### src/rtl/pipeline_hazard_ctrl_if.sv
// Hazard-control bundle between the pipeline datapath and the stall/flush
// controller. The master (datapath) drives hazard sources; the slave
// (controller) drives per-stage write-enable/flush controls and statistics.
interface pipeline_hazard_ctrl_if;
    // Hazard sources from the datapath
    logic [4:0]  IFID_Rs;
    logic [4:0]  IFID_Rt;
    logic [4:0]  IDEX_Rt;
    logic        IDEX_MemRead;
    logic        IDEX_MulDiv;
    logic        BranchTaken;
    logic        Jump_ID;

    // Stage controls back to the datapath
    logic        PC_WE;
    logic        IFID_WE;
    logic        IDEX_WE;
    logic        IFID_Flush;
    logic        IDEX_Flush;
    logic        EXMEM_Flush;
    logic        MulDivDone;
    logic [15:0] StallCount;
    logic [15:0] FlushCount;

    modport master (
        output IFID_Rs, IFID_Rt, IDEX_Rt, IDEX_MemRead, IDEX_MulDiv,
               BranchTaken, Jump_ID,
        input  PC_WE, IFID_WE, IDEX_WE, IFID_Flush, IDEX_Flush, EXMEM_Flush,
               MulDivDone, StallCount, FlushCount
    );

    modport slave (
        input  IFID_Rs, IFID_Rt, IDEX_Rt, IDEX_MemRead, IDEX_MulDiv,
               BranchTaken, Jump_ID,
        output PC_WE, IFID_WE, IDEX_WE, IFID_Flush, IDEX_Flush, EXMEM_Flush,
               MulDivDone, StallCount, FlushCount
    );
endinterface

### src/rtl/pipeline_hazard_ctrl.sv
// Central stall/flush controller for the 5-stage pipeline.
// Detects load-use hazards, taken branches and jumps, and freezes the front
// end with a down-counter while a multi-cycle mul/div occupies EX.
// Optional feature macro: HAZARD_STATS_EN builds saturating stall/flush
// statistic counters; when undefined, StallCount/FlushCount are tied to 0.
module pipeline_hazard_ctrl #(
    parameter int MULDIV_CYCLES = 32,   // total EX occupancy, 2..63
    parameter int CNT_W         = 6     // 2**CNT_W must exceed MULDIV_CYCLES
) (
    input  logic                  Clock,
    input  logic                  Reset,
    pipeline_hazard_ctrl_if.slave hz
);

    typedef enum logic {RUN = 1'b0, MD_WAIT = 1'b1} state_t;

    localparam logic [CNT_W-1:0] CNT_LOAD = CNT_W'(MULDIV_CYCLES - 1);

    state_t            state_q;
    logic [CNT_W-1:0]  count_q;

    logic lu;
    logic pc_we, ifid_we, idex_we;
    logic ifid_flush, idex_flush, exmem_flush, muldiv_done;

    // Load-use hazard: a load in EX writes a register the ID instruction reads
    assign lu = hz.IDEX_MemRead && (hz.IDEX_Rt != 5'd0) &&
                ((hz.IDEX_Rt == hz.IFID_Rs) || (hz.IDEX_Rt == hz.IFID_Rt));

    // Stage controls decoded from state, counter and current hazard sources
    always_comb begin
        pc_we       = 1'b1;
        ifid_we     = 1'b1;
        idex_we     = 1'b1;
        ifid_flush  = 1'b0;
        idex_flush  = 1'b0;
        exmem_flush = 1'b0;
        muldiv_done = 1'b0;
        if (!Reset) begin
            unique case (state_q)
                RUN: begin
                    if (hz.IDEX_MulDiv) begin
                        // Freeze front end, bubble into MEM while EX is busy
                        pc_we       = 1'b0;
                        ifid_we     = 1'b0;
                        idex_we     = 1'b0;
                        exmem_flush = 1'b1;
                    end else if (hz.BranchTaken) begin
                        ifid_flush = 1'b1;
                        idex_flush = 1'b1;
                    end else if (lu) begin
                        pc_we      = 1'b0;
                        ifid_we    = 1'b0;
                        idex_flush = 1'b1;
                    end else if (hz.Jump_ID) begin
                        ifid_flush = 1'b1;
                    end
                end
                MD_WAIT: begin
                    if (count_q != '0) begin
                        pc_we       = 1'b0;
                        ifid_we     = 1'b0;
                        idex_we     = 1'b0;
                        exmem_flush = 1'b1;
                    end else begin
                        // Release cycle: result valid, front-end hazards live again.
                        // The EX instruction is the mul/div, so no branch resolves here.
                        muldiv_done = 1'b1;
                        if (lu) begin
                            pc_we      = 1'b0;
                            ifid_we    = 1'b0;
                            idex_flush = 1'b1;
                        end else if (hz.Jump_ID) begin
                            ifid_flush = 1'b1;
                        end
                    end
                end
                default: ;
            endcase
        end
    end

    // Mul/div countdown FSM: load on trigger, count down, release at zero
    always_ff @(posedge Clock) begin
        if (Reset) begin
            state_q <= RUN;
            count_q <= '0;
        end else begin
            unique case (state_q)
                RUN: begin
                    if (hz.IDEX_MulDiv) begin
                        state_q <= MD_WAIT;
                        count_q <= CNT_LOAD;
                    end
                end
                MD_WAIT: begin
                    if (count_q != '0) begin
                        count_q <= count_q - 1'b1;
                    end else begin
                        state_q <= RUN;
                    end
                end
                default: begin
                    state_q <= RUN;
                    count_q <= '0;
                end
            endcase
        end
    end

`ifdef HAZARD_STATS_EN
    logic [15:0] stall_cnt_q;
    logic [15:0] flush_cnt_q;

    // Saturating statistics: stall cycles (PC frozen) and flush events
    always_ff @(posedge Clock) begin
        if (Reset) begin
            stall_cnt_q <= '0;
            flush_cnt_q <= '0;
        end else begin
            if (!pc_we && (stall_cnt_q != 16'hFFFF)) begin
                stall_cnt_q <= stall_cnt_q + 16'd1;
            end
            if ((ifid_flush || idex_flush) && (flush_cnt_q != 16'hFFFF)) begin
                flush_cnt_q <= flush_cnt_q + 16'd1;
            end
        end
    end

    assign hz.StallCount = stall_cnt_q;
    assign hz.FlushCount = flush_cnt_q;
`else
    assign hz.StallCount = 16'd0;
    assign hz.FlushCount = 16'd0;
`endif

    assign hz.PC_WE       = pc_we;
    assign hz.IFID_WE     = ifid_we;
    assign hz.IDEX_WE     = idex_we;
    assign hz.IFID_Flush  = ifid_flush;
    assign hz.IDEX_Flush  = idex_flush;
    assign hz.EXMEM_Flush = exmem_flush;
    assign hz.MulDivDone  = muldiv_done;

endmodule

### src/flat_wrapper.sv
// flat-port wrapper written by rule: the top's interface ports become plain ports
module pipeline_hazard_ctrl_flat 
#(
    parameter int MULDIV_CYCLES = 32,                               
    parameter int CNT_W         = 6                                          
)
  (Clock, Reset, hz_IFID_Rs, hz_IFID_Rt, hz_IDEX_Rt, hz_IDEX_MemRead, hz_IDEX_MulDiv, hz_BranchTaken, hz_Jump_ID, hz_PC_WE, hz_IFID_WE, hz_IDEX_WE, hz_IFID_Flush, hz_IDEX_Flush, hz_EXMEM_Flush, hz_MulDivDone, hz_StallCount, hz_FlushCount);
  pipeline_hazard_ctrl_if hz_i ();
  input  logic Clock;
  input  logic Reset;
  input wire logic [$bits(hz_i.IFID_Rs)-1:0] hz_IFID_Rs;
  input wire logic [$bits(hz_i.IFID_Rt)-1:0] hz_IFID_Rt;
  input wire logic [$bits(hz_i.IDEX_Rt)-1:0] hz_IDEX_Rt;
  input wire logic [$bits(hz_i.IDEX_MemRead)-1:0] hz_IDEX_MemRead;
  input wire logic [$bits(hz_i.IDEX_MulDiv)-1:0] hz_IDEX_MulDiv;
  input wire logic [$bits(hz_i.BranchTaken)-1:0] hz_BranchTaken;
  input wire logic [$bits(hz_i.Jump_ID)-1:0] hz_Jump_ID;
  output wire logic [$bits(hz_i.PC_WE)-1:0] hz_PC_WE;
  output wire logic [$bits(hz_i.IFID_WE)-1:0] hz_IFID_WE;
  output wire logic [$bits(hz_i.IDEX_WE)-1:0] hz_IDEX_WE;
  output wire logic [$bits(hz_i.IFID_Flush)-1:0] hz_IFID_Flush;
  output wire logic [$bits(hz_i.IDEX_Flush)-1:0] hz_IDEX_Flush;
  output wire logic [$bits(hz_i.EXMEM_Flush)-1:0] hz_EXMEM_Flush;
  output wire logic [$bits(hz_i.MulDivDone)-1:0] hz_MulDivDone;
  output wire logic [$bits(hz_i.StallCount)-1:0] hz_StallCount;
  output wire logic [$bits(hz_i.FlushCount)-1:0] hz_FlushCount;
  assign hz_i.IFID_Rs = hz_IFID_Rs;
  assign hz_i.IFID_Rt = hz_IFID_Rt;
  assign hz_i.IDEX_Rt = hz_IDEX_Rt;
  assign hz_i.IDEX_MemRead = hz_IDEX_MemRead;
  assign hz_i.IDEX_MulDiv = hz_IDEX_MulDiv;
  assign hz_i.BranchTaken = hz_BranchTaken;
  assign hz_i.Jump_ID = hz_Jump_ID;
  assign hz_PC_WE = hz_i.PC_WE;
  assign hz_IFID_WE = hz_i.IFID_WE;
  assign hz_IDEX_WE = hz_i.IDEX_WE;
  assign hz_IFID_Flush = hz_i.IFID_Flush;
  assign hz_IDEX_Flush = hz_i.IDEX_Flush;
  assign hz_EXMEM_Flush = hz_i.EXMEM_Flush;
  assign hz_MulDivDone = hz_i.MulDivDone;
  assign hz_StallCount = hz_i.StallCount;
  assign hz_FlushCount = hz_i.FlushCount;
  pipeline_hazard_ctrl #(.MULDIV_CYCLES(MULDIV_CYCLES), .CNT_W(CNT_W)) u_core (.Clock(Clock), .Reset(Reset), .hz(hz_i));
endmodule
### config.mk
export PLATFORM = sky130hd
export DESIGN_NAME = pipeline_hazard_ctrl_flat
export DESIGN_NICKNAME = d
export VERILOG_FILES = /design/src/rtl/pipeline_hazard_ctrl_if.sv /design/src/rtl/pipeline_hazard_ctrl.sv /design/src/flat_wrapper.sv
export SDC_FILE = /design/constraint.sdc
export NUM_CORES = 1
export LEC_CHECK = 0
export CORE_MARGIN = 2
export CORE_UTILIZATION = 37
export CTS_CLUSTER_DIAMETER = 120
export DETAILED_ROUTE_END_ITERATION = 7
export GPL_TIMING_DRIVEN = 1
export PLACE_DENSITY = 0.86
export SLEW_MARGIN = 20
export SYNTH_ARGS = -nofsm -noshare
export SYNTH_HDL_FRONTEND = slang
export SYNTH_SLANG_ARGS = --single-unit
### constraint.sdc
create_clock -name Clock -period 4.9 [get_ports Clock]
set_input_delay 0.735 -clock Clock [delete_from_list [all_inputs] [get_ports Clock]]
set_output_delay 0.735 -clock Clock [all_outputs]
set_load 0.05 [all_outputs]
==> results of run 1 <==
-- layout by cell type, fill, tap and decap left out, drive strengths merged, types with 2 or more instances in the layout --
master | netlist | routed
nand2 | 6 | 6
clkdlybuf4s50 | 0 | 27
nor2 | 5 | 5
nand3 | 2 | 2
nand2b | 2 | 2
inv | 4 | 4
a21oi | 5 | 5
a211oi | 2 | 2
ha | 2 | 2
xnor2 | 13 | 13
nor3 | 2 | 2
a311oi | 2 | 2
conb | 1 | 32
dfxtp | 7 | 7
clkbuf | 1 | 4
-- worst paths after layout --
check                                                    start                             end  cells past startpoint
worst min-delay path            u_core.count_q[0]$_SDFFE_PP0P_  u_core.count_q[0]$_SDFFE_PP0P_                      1
worst max register to register  u_core.count_q[0]$_SDFFE_PP0P_  u_core.count_q[1]$_SDFFE_PP0P_                      6
worst min register to register  u_core.count_q[0]$_SDFFE_PP0P_  u_core.count_q[0]$_SDFFE_PP0P_                      1
worst max-delay path                             hz_IDEX_Rt[0]                        hz_PC_WE                      6
-- power groups by stage --
stage	sequential, W	combinational (W)	clock, W
floorplan	0.0000699	0.000139	0
global placement	0.0000710	0.000150	0
detailed placement	0.0000717	0.000153	0
CTS	0.0000703	0.000153	0.0000566
global route	0.0000715	0.000163	0.0000591
finish	0.0000705	0.000153	0.0000552
-- layer usage --
metal,global-route usage [%],share of wire [%],vias up,routed length (um)
met2,23.7,57,25,917
met5,0,0,-,0
met1,13.0,38,308,614
met3,1.72,4.1,2,67
li1,-,-,329,-
met4,5.26,1.2,0,19
-- flip-flops by register name, summed over array words and instances, names as in the netlist --
signal	cells
u_core.state_q	1
u_core.count_q	6
-- through the flow --
stage | util, % | instance area, um^2 | hold WS (ps) | setup WS (ps) | std cells
global placement | 46.3 | 1010 | 493 | 1150 | 152
global route | 47.5 | 1040 | 561 | 1040 | 156
CTS | 47.5 | 1040 | 520 | 1110 | 156
finish | 47.5 | 1040 | 525 | 1120 | 156
floorplan | - | 960 | 472 | 1500 | 131
detailed placement | 46.3 | 1010 | 513 | 1110 | 152
-- critical path, cell delays in order --
cell,delay (ps)
sky130_fd_sc_hd__clkdlybuf4s50_1,460
sky130_fd_sc_hd__or4_4,570
sky130_fd_sc_hd__o21ai_4,160
sky130_fd_sc_hd__nor3b_1,80
sky130_fd_sc_hd__a21oi_1,200
sky130_fd_sc_hd__clkdlybuf4s50_1,830
-- layout make-up --
class | instances | share of cell area (%)
repair buffers | 27 | 26.0
flip-flops and latches | 7 | 13.5
well taps | 28 | 3.37
multi-input cells | 86 | 53.2
clock buffers | 4 | 2.53
inverters | 4 | 1.44
-- cells by family (layout without fill, tap and decap cells) --
group | Yosys count | count (layout) | synth area share (%)
AOI/OAI and AO/OA | 15 | 15 | 16.2
xor gates and xnor gates | 13 | 13 | 13.5
adders and majority gates | 2 | 2 | 2.97
buffers and inverters | 38 | 35 | 31.6
DFF | 7 | 7 | 16.6
other | 1 | 32 | 0.445
and+or+nand+nor | 24 | 24 | 18.7
==> reports/qor.csv, run 1 <==
metric,value,unit
via_cell_ratio,4.26,
tns,0,ps
timing.setup.critical_path_class,input pin to output pin,
multiInputGateArea,553,um^2
drcViolationCount,0,
die_w,51.7,um
synth_seq_cells,7,
layout-drive-gt1-share,11.7,%
clk_pin_slew,60,ps
gp_congestion,0.743,
switching_share,48.6,%
sinks_on_the_clock_net,7,
ys_seq_area_share,16.6,%
ioPinCount,60,
drtPass1Iterations,4,
max_cap_violations,0,
finClkSkew,2.73,ps
grt_max_degree,13,
num-fill-cells,212,
fp.coreArea,2190,um^2
num_vias,664,
max-vdd-ir-drop,0.000116,V
synth_edf_count,0,
worst_setup_end_kind,output pin,
worst-slew-pin-transition,501,ps
worstPathRequired,4160,ps
area_growth,23.3,%
cts_max_level,1,
crit_arrival,3040,ps
nNetsFinal,152,
setup-violations-final,0,
clock_tree_from_tritoncts,done,
max_freq,0.265,GHz
comb_power_share,54.9,%
hold_buffers,0,
setup.reg_to_reg.worst_slack,3340,ps
cts_root_buf,sky130_fd_sc_hd__clkbuf_4,
postSynthAreaPerCell,8.43,um^2
routed_wl,1620,um
avgRoutedWirePerCell,10.4,um
dieHeight,51.7,um
hold_path.class,flip-flop to flip-flop,
yosys-top-cells-area,"sky130_fd_sc_hd__buf_4, sky130_fd_sc_hd__dfxtp_1, sky130_fd_sc_hd__xnor2_1",
maxSlewViolCount,0,
antenna_violations_before_repair,0,
cts_made_buffers,3,
fin_total_pwr,0.000278,W
leakage,0.414,nW
post_cts_setup_buffers,0,
detail_route.iter0.violations,9,
netlist-cell-type-count,31,
max_buffers_root_to_sink,2,
yosys.area.top_type,sky130_fd_sc_hd__buf_4,
globalRoute.totalOverflow,0,
finalWorstPathRequiredPeriod,3780,ps
grtUsageTotal,12.3,%
yosys_warnings,0,
worst_skew_pair.late_latency,260,ps
fp.dieArea,2680,um^2
worst_slew_margin_relative_to_its_limit,66.5,%
initial_utilization,38.5,%
power.clock.fraction,19.8,%
drtAntennaViolNets,0,
share_seq_of_total_power,25.3,%
internal_power,0.000143,W
rsz_0062_raised_after_global_routing,no,
synth_flop_cell,sky130_fd_sc_hd__dfxtp_1,
synth-async-reset-ratio,0,%
power_density,268,nW/um^2
synthMostInstantiatedCell,sky130_fd_sc_hd__buf_4,
grt_pass1_wl,2450,um
crit_path_start_kind,input pin,
power.net_switching,0.000135,W
dp_hpwl,1410,um
timing.critical_path.fanout_max,3,
post_synth_instance_area,843,um^2
io_buffers,27,
sequential_cell_area,140,um^2
synth_common_cells,"sky130_fd_sc_hd__buf_4, sky130_fd_sc_hd__xnor2_1, sky130_fd_sc_hd__dfxtp_1",
placement_rows,17,
diodes,0,
synth.top_cell.area_share,29.4,%
finalHoldViolCount,0,
via_count_of_the_first_global_routing_pass,592,
postCtsResizedCells,0,
outcome,"complete, no violations",
synthesis.instances,100,
timing.final.crit_share,77.1,%
No activity file was read; power rests on OpenSTA's default activity.
==> run 2: changes to the inputs <==
CORE_UTILIZATION = 35   (was 37)
PLACE_DENSITY = 0.82   (was 0.86)
clock period = 3.7 ns   (was 4.9 ns; I/O delays follow)
==> run 2 against run 1 <==
Design area down 0.72%. Routed wire length up 2.6%. Via count up 6.2%. Non-clock buffer count unchanged. Power up 32%. Die area up 5.3%. Clock-buffer cell count unchanged. Sequential power up 32%. Worst hold slack worse by 12 ps. Sequential share of layout area up 0.098 points. Combinational power up 33%. Cell count unchanged. Largest power group unchanged.
==> reports/qor.csv, run 2 (same netlist as run 1, synthesis figures left out) <==
metric,value,unit,change
diodes,0,,unchanged
max_cap_violations,0,,unchanged
final-instance-count-excl-fill,156,,unchanged
post_cts_setup_buffers,0,,unchanged
tns,0,ps,unchanged
hold_buffers,0,,unchanged
reg2reg_depth,5,,was 6
timing.rr.start,u_core.count_q[0]$_SDFFE_PP0P_,,unchanged
fp.coreArea,2250,um^2,was 2190 um^2
drcViolationCount,0,,unchanged
hold_path.class,flip-flop to flip-flop,,unchanged
worst_slew_margin_relative_to_its_limit,65.5,%,was 66.5%
gp_congestion,0.781,,was 0.743
max-vdd-ir-drop,0.000200,V,was 0.000116 V
initial_utilization,37.4,%,was 38.5%
setup-violations-final,0,,unchanged
fp.dieArea,2820,um^2,was 2680 um^2
largest_register_ffs,6,,unchanged
timing.critical_path.fanout_max,3,,unchanged
drtPass1Iterations,4,,unchanged
grt_pass1_wl,2660,um,was 2450 um
outcome,"complete, no violations",,unchanged
power_density,355,nW/um^2,was 268 nW/um^2
numPlacedInstances,152,,unchanged
cts_max_level,1,,unchanged
nNetsFinal,152,,unchanged
standard_cell_area_after_detailed_placement,1010,um^2,about the same
cp-endpoint,hz_IDEX_Flush,,was hz_PC_WE
grt_max_degree,13,,unchanged
final.setup.worst_slack,452,ps,was 1120 ps
via_count_of_the_first_global_routing_pass,687,,was 592
dp_hpwl,1420,um,was 1410 um
crit_path_start_kind,input pin,,unchanged
ioPinCount,60,,unchanged
finalWorstPathRequiredPeriod,3250,ps,
layout-drive-gt1-share,14.1,%,was 11.7%
min_delay_path_depth,1,,unchanged
detail_route.iter0.violations,5,,was 9
max_buffers_root_to_sink,2,,unchanged
clock_tree_from_tritoncts,done,,unchanged
placement_rows,17,,unchanged
worst_skew_pair.late_latency,250,ps,was 260 ps
finalHoldViolCount,0,,unchanged
timing.final.crit_share,87.8,%,
finClkSkew,0.622,ps,was 2.73 ps
via_cell_ratio,4.52,,was 4.26
layout.cells.most_common,sky130_fd_sc_hd__conb_1,,unchanged
most-common-layout-cells,"sky130_fd_sc_hd__conb_1, sky130_fd_sc_hd__clkdlybuf4s50_1, sky130_fd_sc_hd__xnor2_1",,unchanged
cts_root_buf,sky130_fd_sc_hd__clkbuf_4,,unchanged
sinks_on_the_clock_net,7,,unchanged
max_freq,0.308,GHz,
clk_pin_slew,50,ps,was 60 ps
num_vias,705,,was 664
drtAntennaViolNets,0,,unchanged
top_regs,"u_core.count_q: 6 flops, u_core.state_q: 1 flops",,unchanged
worst-slew-pin-transition,516,ps,was 501 ps
regToRegEndpoint,u_core.state_q$_DFF_P_,,was u_core.count_q[1]$_SDFFE_PP0P_
registers.top_by_ff_count,u_core.count_q,,unchanged
worstPathRequired,3140,ps,was 4160 ps
area_growth,22.4,%,was 23.3%
maxSlewViolCount,0,,unchanged
timing.setup.critical_path_class,input pin to output pin,,unchanged
rsz_0062_raised_after_global_routing,no,,unchanged
leakage,0.417,nW,was 0.414 nW
startpoint,hz_IDEX_Rt[0],,unchanged
final.hold.worst_slack,513,ps,was 525 ps
dieHeight,53.1,um,was 51.7 um
globalRoute.totalOverflow,0,,unchanged
setup.reg_to_reg.worst_slack,2160,ps,was 3340 ps
cts_made_buffers,3,,unchanged
crit_arrival,2690,ps,was 3040 ps
die_w,53.1,um,was 51.7 um
finish.instance_area,1030,um^2,was 1040 um^2
io_buffers,27,,unchanged
postCtsResizedCells,0,,unchanged
routed_wl,1660,um,was 1620 um
worst_setup_end_kind,output pin,,unchanged
grtUsageTotal,12.8,%,was 12.3%
preCtsSetupSlack,444,ps,was 1110 ps
avgRoutedWirePerCell,10.6,um,was 10.4 um
antenna_violations_before_repair,0,,unchanged
-- run 2: report_power, final --
group          leakage, nW  switching (W)  internal (W)
Sequential          0.0584     0.00000852     0.0000847
Clock               0.0150      0.0000287     0.0000412
Combinational        0.344       0.000141     0.0000627
-- run 2: worst max-delay path: stages --
cell,delay [ps]
sky130_fd_sc_hd__clkdlybuf4s50_1,460
sky130_fd_sc_hd__or4_4,570
sky130_fd_sc_hd__o21ai_4,160
sky130_fd_sc_hd__nor3_1,60
sky130_fd_sc_hd__o2bb2ai_1,150
sky130_fd_sc_hd__clkdlybuf4s50_1,730
-- run 2: area by class of cell --
type	instances	area [um^2]
well taps	28	35.0
repair buffers	27	263
flip-flops and latches	7	140
clock buffers	4	26.3
multi-input cells	86	553
fillers	249	1220
inverters	4	15.0
-- run 2: routing by layer --
| layer | vias up | global-route usage [%] | share of wire, % |
|---|---|---|---|
| met5 | - | 0 | 0 |
| met2 | 49 | 26.9 | 54 |
| met1 | 323 | 10.9 | 33 |
| li1 | 331 | - | - |
| met3 | 2 | 5.93 | 12 |
| met4 | 0 | 1.28 | 0.60 |
-- run 2: worst min path at each step --
stage,startpoint,end,slack [ps]
3_3_place_gp,u_core.count_q[0]$_SDFFE_PP0P_,u_core.count_q[0]$_SDFFE_PP0P_,490
5_1_grt,u_core.count_q[0]$_SDFFE_PP0P_,u_core.count_q[0]$_SDFFE_PP0P_,550
4_1_cts,u_core.count_q[0]$_SDFFE_PP0P_,u_core.count_q[0]$_SDFFE_PP0P_,510
6_report,u_core.count_q[0]$_SDFFE_PP0P_,u_core.count_q[0]$_SDFFE_PP0P_,510
2_1_floorplan,u_core.count_q[0]$_SDFFE_PP0P_,u_core.count_q[0]$_SDFFE_PP0P_,470
3_5_place_dp,u_core.count_q[0]$_SDFFE_PP0P_,u_core.count_q[0]$_SDFFE_PP0P_,500
-- run 2: stage by stage --
step	total power [W]	util [%]
2_1_floorplan	0.000276	-
3_3_place_gp	0.000291	44.6
3_5_place_dp	0.000298	44.6
4_1_cts	0.000370	45.8
5_1_grt	0.000388	45.8
6_report	0.000366	45.8
==> run 3: changes to the inputs <==
CORE_UTILIZATION = 37   (was 35)
HOLD_SLACK_MARGIN = 0.05   (was unset)
PLACE_DENSITY = 0.86   (was 0.82)
clock period = 3.9 ns   (was 3.7 ns; I/O delays follow)
==> results of run 3 <==
The final DEF is identical to that of run 1. Status: complete, no violations.
Among the figures that moved: final weighted congestion in routability-driven placement 0.743 -> 0.725; setup slack after placement 1110 ps -> 408 ps; setup slack after layout 1120 ps -> 424 ps; register-to-register setup slack 3340 ps -> 2340 ps; total power 0.000278 W -> 0.000350 W; worst IR drop on VDD 0.000116 V -> 0.000146 V
